### src/rtl/mat_mul_pkg.sv
// Shared defaults and FSM state encoding for the matrix-multiply sequencer.
// Pure declarations: no latency, no backpressure.
package mat_mul_pkg;

    localparam int N_DEFAULT  = 8;
    localparam int IW_DEFAULT = $clog2(N_DEFAULT);
    localparam int AW_DEFAULT = 2 * IW_DEFAULT;

    typedef enum logic [1:0] {
        IDLE  = 2'd0,
        RUN   = 2'd1,
        DRAIN = 2'd2,
        DONE  = 2'd3
    } state_t;

endpackage

### src/rtl/mm_idx_counter.sv
// Nested i/j/k iteration counters (k innermost); advance one step per cycle with en.
// Flags are combinational views of the current count; en low simply holds the count.
module mm_idx_counter
    import mat_mul_pkg::*;
#(
    parameter int N  = N_DEFAULT,
    parameter int IW = $clog2(N)
) (
    input  logic          clk,
    input  logic          rst,
    input  logic          en,
    output logic [IW-1:0] i,
    output logic [IW-1:0] j,
    output logic [IW-1:0] k,
    output logic          last,
    output logic          k_first,
    output logic          k_last
);

    localparam logic [IW-1:0] IDX_MAX = IW'(N - 1);

    logic j_last;
    logic i_last;

    assign k_first = (k == '0);
    assign k_last  = (k == IDX_MAX);
    assign j_last  = (j == IDX_MAX);
    assign i_last  = (i == IDX_MAX);
    assign last    = i_last && j_last && k_last;

    // N is a power of two, so the natural binary wrap gives N-1 -> 0.
    always_ff @(posedge clk) begin
        if (!rst) begin
            i <= '0;
            j <= '0;
            k <= '0;
        end else if (en) begin
            k <= k + IW'(1);
            if (k_last) begin
                j <= j + IW'(1);
                if (j_last) begin
                    i <= i + IW'(1);
                end
            end
        end
    end

endmodule

### src/rtl/mat_mul_seq_ctrl.sv
// Matrix-multiply sequencer: one A/B read per cycle, MAC strobes +1 cycle, C write +2 cycles.
// stall holds the issue counters and inserts a bubble; in-flight stages keep draining.
module mat_mul_seq_ctrl
    import mat_mul_pkg::*;
#(
    parameter int N  = N_DEFAULT,
    parameter int IW = $clog2(N),
    parameter int AW = 2 * IW
) (
    input  logic          clk,
    input  logic          rst,
    input  logic          start,
    input  logic          stall,
    output logic          rd_en,
    output logic [AW-1:0] a_addr,
    output logic [AW-1:0] b_addr,
    output logic          mac_en,
    output logic          mac_clr,
    output logic          c_we,
    output logic [AW-1:0] c_addr,
    output logic          busy,
    output logic          done
);

    state_t state;
    state_t state_nxt;

    logic          issue;
    logic [IW-1:0] cnt_i;
    logic [IW-1:0] cnt_j;
    logic [IW-1:0] cnt_k;
    logic          cnt_last;
    logic          cnt_k_first;
    logic          cnt_k_last;

    logic          k_first_s0;
    logic          k_last_s0;
    logic [AW-1:0] c_addr_s0;
    logic          wr_s1;
    logic [AW-1:0] c_addr_s1;

    mm_idx_counter #(
        .N  (N),
        .IW (IW)
    ) u_idx (
        .clk     (clk),
        .rst     (rst),
        .en      (issue),
        .i       (cnt_i),
        .j       (cnt_j),
        .k       (cnt_k),
        .last    (cnt_last),
        .k_first (cnt_k_first),
        .k_last  (cnt_k_last)
    );

    // The start edge itself issues the first read, so issue 0 lands on E0.
    always_comb begin
        state_nxt = state;
        issue     = 1'b0;
        unique case (state)
            IDLE: begin
                if (start) begin
                    issue     = !stall;
                    state_nxt = RUN;
                end
            end
            RUN: begin
                issue = !stall;
                if (issue && cnt_last) begin
                    state_nxt = DRAIN;
                end
            end
            DRAIN: begin
                // rd_en and mac_en are the only pipeline valids that can still
                // create work; the final c_we retires on the DONE edge.
                if (!rd_en && !mac_en) begin
                    state_nxt = DONE;
                end
            end
            DONE: begin
                state_nxt = IDLE;
            end
            default: begin
                state_nxt = IDLE;
            end
        endcase
    end

    always_ff @(posedge clk) begin
        if (!rst) begin
            state <= IDLE;
        end else begin
            state <= state_nxt;
        end
    end

    always_ff @(posedge clk) begin
        if (!rst) begin
            rd_en      <= 1'b0;
            a_addr     <= '0;
            b_addr     <= '0;
            k_first_s0 <= 1'b0;
            k_last_s0  <= 1'b0;
            c_addr_s0  <= '0;
            mac_en     <= 1'b0;
            mac_clr    <= 1'b0;
            wr_s1      <= 1'b0;
            c_addr_s1  <= '0;
            c_we       <= 1'b0;
            c_addr     <= '0;
            busy       <= 1'b0;
            done       <= 1'b0;
        end else begin
            rd_en <= issue;
            if (issue) begin
                a_addr     <= {cnt_i, cnt_k};
                b_addr     <= {cnt_k, cnt_j};
                c_addr_s0  <= {cnt_i, cnt_j};
                k_first_s0 <= cnt_k_first;
                k_last_s0  <= cnt_k_last;
            end

            mac_en    <= rd_en;
            mac_clr   <= rd_en && k_first_s0;
            wr_s1     <= rd_en && k_last_s0;
            c_addr_s1 <= c_addr_s0;

            c_we   <= wr_s1;
            c_addr <= c_addr_s1;

            busy <= (state_nxt == RUN) || (state_nxt == DRAIN);
            done <= (state_nxt == DONE);
        end
    end

endmodule

### config.mk
export PLATFORM = sky130hd
export DESIGN_NAME = mat_mul_seq_ctrl
export DESIGN_NICKNAME = d
export VERILOG_FILES = /design/src/rtl/mat_mul_pkg.sv /design/src/rtl/mm_idx_counter.sv /design/src/rtl/mat_mul_seq_ctrl.sv
export SDC_FILE = /design/constraint.sdc
export NUM_CORES = 1
export LEC_CHECK = 0
export ABC_AREA = 0
export CELL_PAD_IN_SITES_DETAIL_PLACEMENT = 1
export CELL_PAD_IN_SITES_GLOBAL_PLACEMENT = 2
export CORE_MARGIN = 1
export CORE_UTILIZATION = 29
export DETAILED_ROUTE_END_ITERATION = 6
export PLACE_DENSITY_LB_ADDON = 0.1
export SKIP_CTS_REPAIR_TIMING = 1
export SKIP_LAST_GASP = 1
export SYNTH_ARGS = -nofsm -noshare
export SYNTH_HDL_FRONTEND = slang
export SYNTH_SLANG_ARGS = --single-unit
### constraint.sdc
create_clock -name clk -period 1.8 [get_ports clk]
set_input_delay 0.18 -clock clk [delete_from_list [all_inputs] [get_ports clk]]
set_output_delay 0.18 -clock clk [all_outputs]
set_load 0.02 [all_outputs]
# Word-level counts from Yosys, hierarchy flattened
# Index checks and enable logic that the tools add are counted.
# W data, S select, Z words.
# totals
regBits,50
latch_bits,0
ram_bits,0
rom_bits,0
input_bits,4
out_inout_bits,24
word_cells,50
mem_count,0
# classes
addsub,3
n_mul,0
div,0
n_lt_le_gt_ge,0
eq_ne,9
shift,0
mux,6
n_bitwise,0
reduce_logical,14
# op_table
cell,count
$add A3 B1 Y3 const B,3
$eq A3 B3 Y1 const B,3
$eq A2 B2 Y1 const B,4
$pmux W2 S4,1
$logic_and A1 B1 Y1,6
$mux W2,3
$eq A2 B1 Y1 const B,2
$logic_not A1 Y1,3
$logic_not A3 Y1,1
$reduce_and A3 Y1,1
$logic_not A2 Y1,1
$pmux W1 S2,1
$reduce_and A2 Y1,1
$logic_or A1 B1 Y1,1
$mux W1,1

# Logic depth before layout (Yosys ltp)
# logic_depth
depth_word,8
mapped_depth,7
mapped_depth_nobuf,7

# Hierarchy
# A second synthesis with hierarchy kept.
# unflattened
hier_cells,150
hier_area_um2,1551.5
# by_module_without_submodules
module,instances,cells_each,area_per_inst_um2,seq_area_each_um2
mat_mul_seq_ctrl,1,102,1072.3,640.6
mm_idx_counter,1,48,479.2,180.2

# Worst setup path after synthesis
# No wires, ideal clock.
# synth_path
path_type,flip-flop to flip-flop
start,register u_idx.k[0]
end,register busy
setup_ns,0.115
arrival_time_ns,1.590
required_time_ns,1.685
path_slack_ns,0.095
path_stages_with_launch,8
path_buffers,0
period_less_slack_ns,1.705
cell_sequence,dfxtp_1 ha_1 ha_1 nand2_1 or3_1 mux2i_1 ha_1 and2_1
# synth_via
elab_chain_len,7
elab_cells_between_ends,8
cone_classes,3 x eq/ne; 2 x mux; 3 x reduce/logical
# synth_lines
item,line,rtl
"start, declared",mm_idx_counter.sv:14,"output logic [IW-1:0] k,"
"start signal, assigned",mm_idx_counter.sv:38,k <= k + IW'(1);
$eq A3 B3 Y1 (*),mm_idx_counter.sv:26,assign k_last = (k == IDX_MAX);
net cnt_k_last,mat_mul_seq_ctrl.sv:34,logic cnt_k_last;
$logic_and A1 B1 Y1 (*),mm_idx_counter.sv:29,assign last = i_last && j_last && k_last;
$logic_and A1 B1 Y1 (*),mat_mul_seq_ctrl.sv:70,if (issue && cnt_last) begin
$mux W2 (*),mat_mul_seq_ctrl.sv:70,
$pmux W2 S4 (*),mat_mul_seq_ctrl.sv:61,unique case (state)
$eq A2 B1 Y1 or $eq A2 B2 Y1 (tied branches),mat_mul_seq_ctrl.sv:132,busy <= (state_nxt == RUN) || (state_nxt == DRAIN);
$logic_or A1 B1 Y1 (*),mat_mul_seq_ctrl.sv:132,
"end signal, assigned",mat_mul_seq_ctrl.sv:132,
"end, declared",mat_mul_seq_ctrl.sv:21,"output logic busy,"
# The timed path passes the listed nets; every way through them passes the cells marked *.
# A chain may end at the register's enable or synchronous reset.

# Worst setup path after layout
# layout_path
start,register u_idx.j[1]
end,register busy
# layout_via
elab_chain_len,8
elab_cells_between_ends,9
cone_classes,3 x eq/ne; 2 x mux; 4 x reduce/logical
# layout_lines
item,line,rtl
"start, declared",mm_idx_counter.sv:13,"output logic [IW-1:0] j,"
"start signal, assigned",mm_idx_counter.sv:40,j <= j + IW'(1);
$eq A3 B3 Y1 (*),mm_idx_counter.sv:27,assign j_last = (j == IDX_MAX);
$logic_and A1 B1 Y1 (*) (2 in a row),mm_idx_counter.sv:29,
$logic_and A1 B1 Y1 (*),mat_mul_seq_ctrl.sv:70,
$mux W2 (*),mat_mul_seq_ctrl.sv:70,
$pmux W2 S4 (*),mat_mul_seq_ctrl.sv:61,
$eq A2 B1 Y1 or $eq A2 B2 Y1 (tied branches),mat_mul_seq_ctrl.sv:132,
$logic_or A1 B1 Y1 (*),mat_mul_seq_ctrl.sv:132,
# Mark *: on every way between the ends. The rest lies on a longest branch, timed or not.

==> impl_results.md <==
- Hold Crit Endpoint: c_addr[1]
- Synth warn: 0
- Root buf cell: clkbuf_8
- Post-synthesis async set-or-reset flop share: 0%
- Synth Register Bits: slightly above 40
- CP cell instances: ha_4, ha_2, nand2_2, or3_4, mux2i_1, ha_1, and2_1
- Post-Route WL: between 3 and 4 mm
- Tcrit/Tclk final: ~97%
- Initial Util: between 30% and 40%
- CP endpoint kind: flop
- Setup Skew: a little under 8 ps
- Combinational family with the most area after synthesis: simple AND/OR/NAND/NOR gates
- Number of global-route vias before repair: roughly 1200
- Syn Area/Cell: 9.95 µm²
- Max Cap Viol: 0
- Hold Path Depth: 1
- Crit-path max FO: 3
- Primary FF master, synth: dfxtp_1
- Layout cells sized above 1: a little under a fifth
- H-tree levels: 2
- Routed Antenna Nets: 0
- Worst Tran Pin Value: slightly below 600 ps
- Final net count: 206
- WP buf/inv: 0
- Layout fillers: 600
- CTS Buf Count: 5
- Delay-heaviest family, CP: simple AND/OR/NAND/NOR gates
- Pleak: 0.781 nW
- CP Class: flop to flop
- Final Hold Viols: 0
- Worst Setup Start Kind: flop
- # clock sinks: just over 40
- Cell type with the highest aggregate area in the netlist: dfxtp_1
- Worst hold path class: flop to flop
- Core Util, Final: approximately 40%
- Remaining DRCs: 0
- # placed instances: around 250
- Port-buffer cells: 27
- Status: completed
- Clk_lat worst skew: 290 ps
- Power Total: 0.00163 W
- Wire length of the first global-routing pass: ~6.3 mm
- Diodes inserted: 0
- Distinct cell type count after synthesis: 26
- Critical R2R Launch: u_idx.j[1]
- DR vias: ~1300
- Max-slew violations: 0
- Detailed placement HPWL: approximately 2.7 mm
- Core ar.: 0.00524 mm²
- Total Routing Usage GR: approximately 14%
- Die H: 76.8 µm
- Wire per inst: between 10 and 15 µm
- Initial antenna violation count: 0
- Area of the die: ~0.006 mm²
- # IOs: 28
- CTS tree: done
- Crit path time final: between 1500 and 2000 ps
- Hold WS: around 440 ps
- Post-synth EDFFs: 0
- Mux share of post-synthesis cell area: roughly 4.3%
- Fin cells: approximately 270
- Routability cong.: about 0.70
- Max VDD drop: 0.318 mV
- Post-Synth XOR/XNOR Area: 0%
- Largest net degree at the start of global routing: between 40 and 50
- Top-count cell post-synth: dfxtp_1
- CP Data Arrival Time: around 1900 ps
- Compound-cell area share of the yosys netlist: 12.2%
- Synth Area in Adders: between 6 and 7%
- CP max stage delay: around 370 ps
- Critical Path RT: 1990 ps
- Clock slew seen by the registers of the worst setup and hold paths: ~80 ps
- Layout area overhead: 31.4%
- Detail-routed via count per cell: ~4.7
- # rows: 26
- Grt total ovfl: 0
- Max_slew headroom: 61.6%
- R2r endpoint: busy
- Router iterations before antenna repair: 4
- Die X: around 77 µm
- Post-synthesis sequential area ratio: 50.6%
- Iter 0 DRT Violations: 37
- R2R Setup Slk: ~54 ps
- Final setup fails: 0
- Synthesized instance count: roughly 160
- Worst Hold Launch: c_addr_s1[1]
- Area contributors post-synth: dfxtp_1 51%, and2_1 6.2%, ha_1 6.2%
- Top cells by instance count after synthesis: 41 x dfxtp_1, 16 x and2_1, 14 x o21ai_0, 13 x nand2_1, 13 x nand3_1
- Worst reg-to-reg path cell count: 7
- Power Density: about 760 mW/mm²
- Synth Cell Area: approximately 0.0016 mm²
- Top cell type's share of synthesized area: about 51%
- Synth Area in Simple Gates: 20.8%
- FMAX: approximately 570 MHz
- Max stage delay cell, worst path: dfxtp_4
- Post-Syn Nets: roughly 180
- Clock Path Buffers: 2
[registers in the layout (all words and copies together) (netlist names), 2 cells and up]
register / cells
u_idx.i: 3
a_addr: 6
c_addr_s1: 6
u_idx.k: 3
b_addr: 3
u_idx.j: 3
state: 2
c_addr: 6
[power breakdown]
group          leakage (nW)  internal (W)  total [W]  switching (W)
clock network        0.0450      0.000269   0.000578       0.000309
registers             0.335      0.000917   0.000926     0.00000893
logic                 0.401     0.0000508   0.000122      0.0000714
[stage by stage]
step                setup TNS [ps]  setup slack [ps]  area [µm²]
finish                           0              53.8        2130
detailed placement               0              22.3        1960
floorplan                        0              95.1        1620
CTS                              0              4.54        2050
global route                 -5.04             -5.04        2130
global placement                 0              87.3        1960
[cell type report]
class                           instances  area [µm²]  share of cell area (%)
Sequential cell                        41         831                    39.0
Multi-Input combinational cell        105         749                    35.2
Timing Repair Buffer                   39         373                    17.5
Tap cell                               70        87.6                    4.11
Clock buffer                            6        72.6                    3.41
Clock inverter                          2        10.0                   0.470
Inverter                                2        7.51                   0.352
[routing by layer]
layer / wire [µm] / GRT usage [%] / share of wire, %
met1: 1740 / 17.1 / 46
met2: 1870 / 22.9 / 49
met3: 124 / 3.33 / 3.3
met4: 53 / 6.15 / 1.4
met5: 0 / 0 / 0
[cell usage in the layout, fill, tap and decap left out, types with 2 or more instances in the layout]
cell              n
ha_4              2
and3_1            3
inv_1             2
clkdlybuf4s50_1  27
ha_1              3
and2_1           16
ha_2              3
nand2b_1          3
or2_1             2
dfxtp_1          35
o21ai_0          14
a21boi_0          9
clkinv_2          2
a21boi_1          5
mux2i_1           7
o31ai_1           2
nand2_1          12
buf_4            11
dfxtp_2           5
nand3_1          13
clkbuf_8          5
nor2_2            2
[kinds of logic (layout without fill, tap and decap cells)]
kind of cell             count (synthesis)  count (layout)
flip-flops                              41              41
multiplexers                             7               7
adder cells (fa/ha/maj)                  8               8
buffers and inverters                   17              49
AO/OA/AOI/OAI                           31              31
AND/OR/NAND/NOR                         59              59
[how the worst max path moves through the flow]
stage | slack (ps) | to | start | cells past startpoint
6_report | 50 | busy | u_idx.j[1] | 7
5_1_grt | -5 | busy | u_idx.j[0] | 7
4_1_cts | 5 | busy | u_idx.j[0] | 7
3_5_place_dp | 20 | busy | u_idx.j[0] | 7
3_3_place_gp | 90 | busy | u_idx.j[0] | 7
2_1_floorplan | 100 | busy | u_idx.k[0] | 7
(Power assumes the default switching activity.)
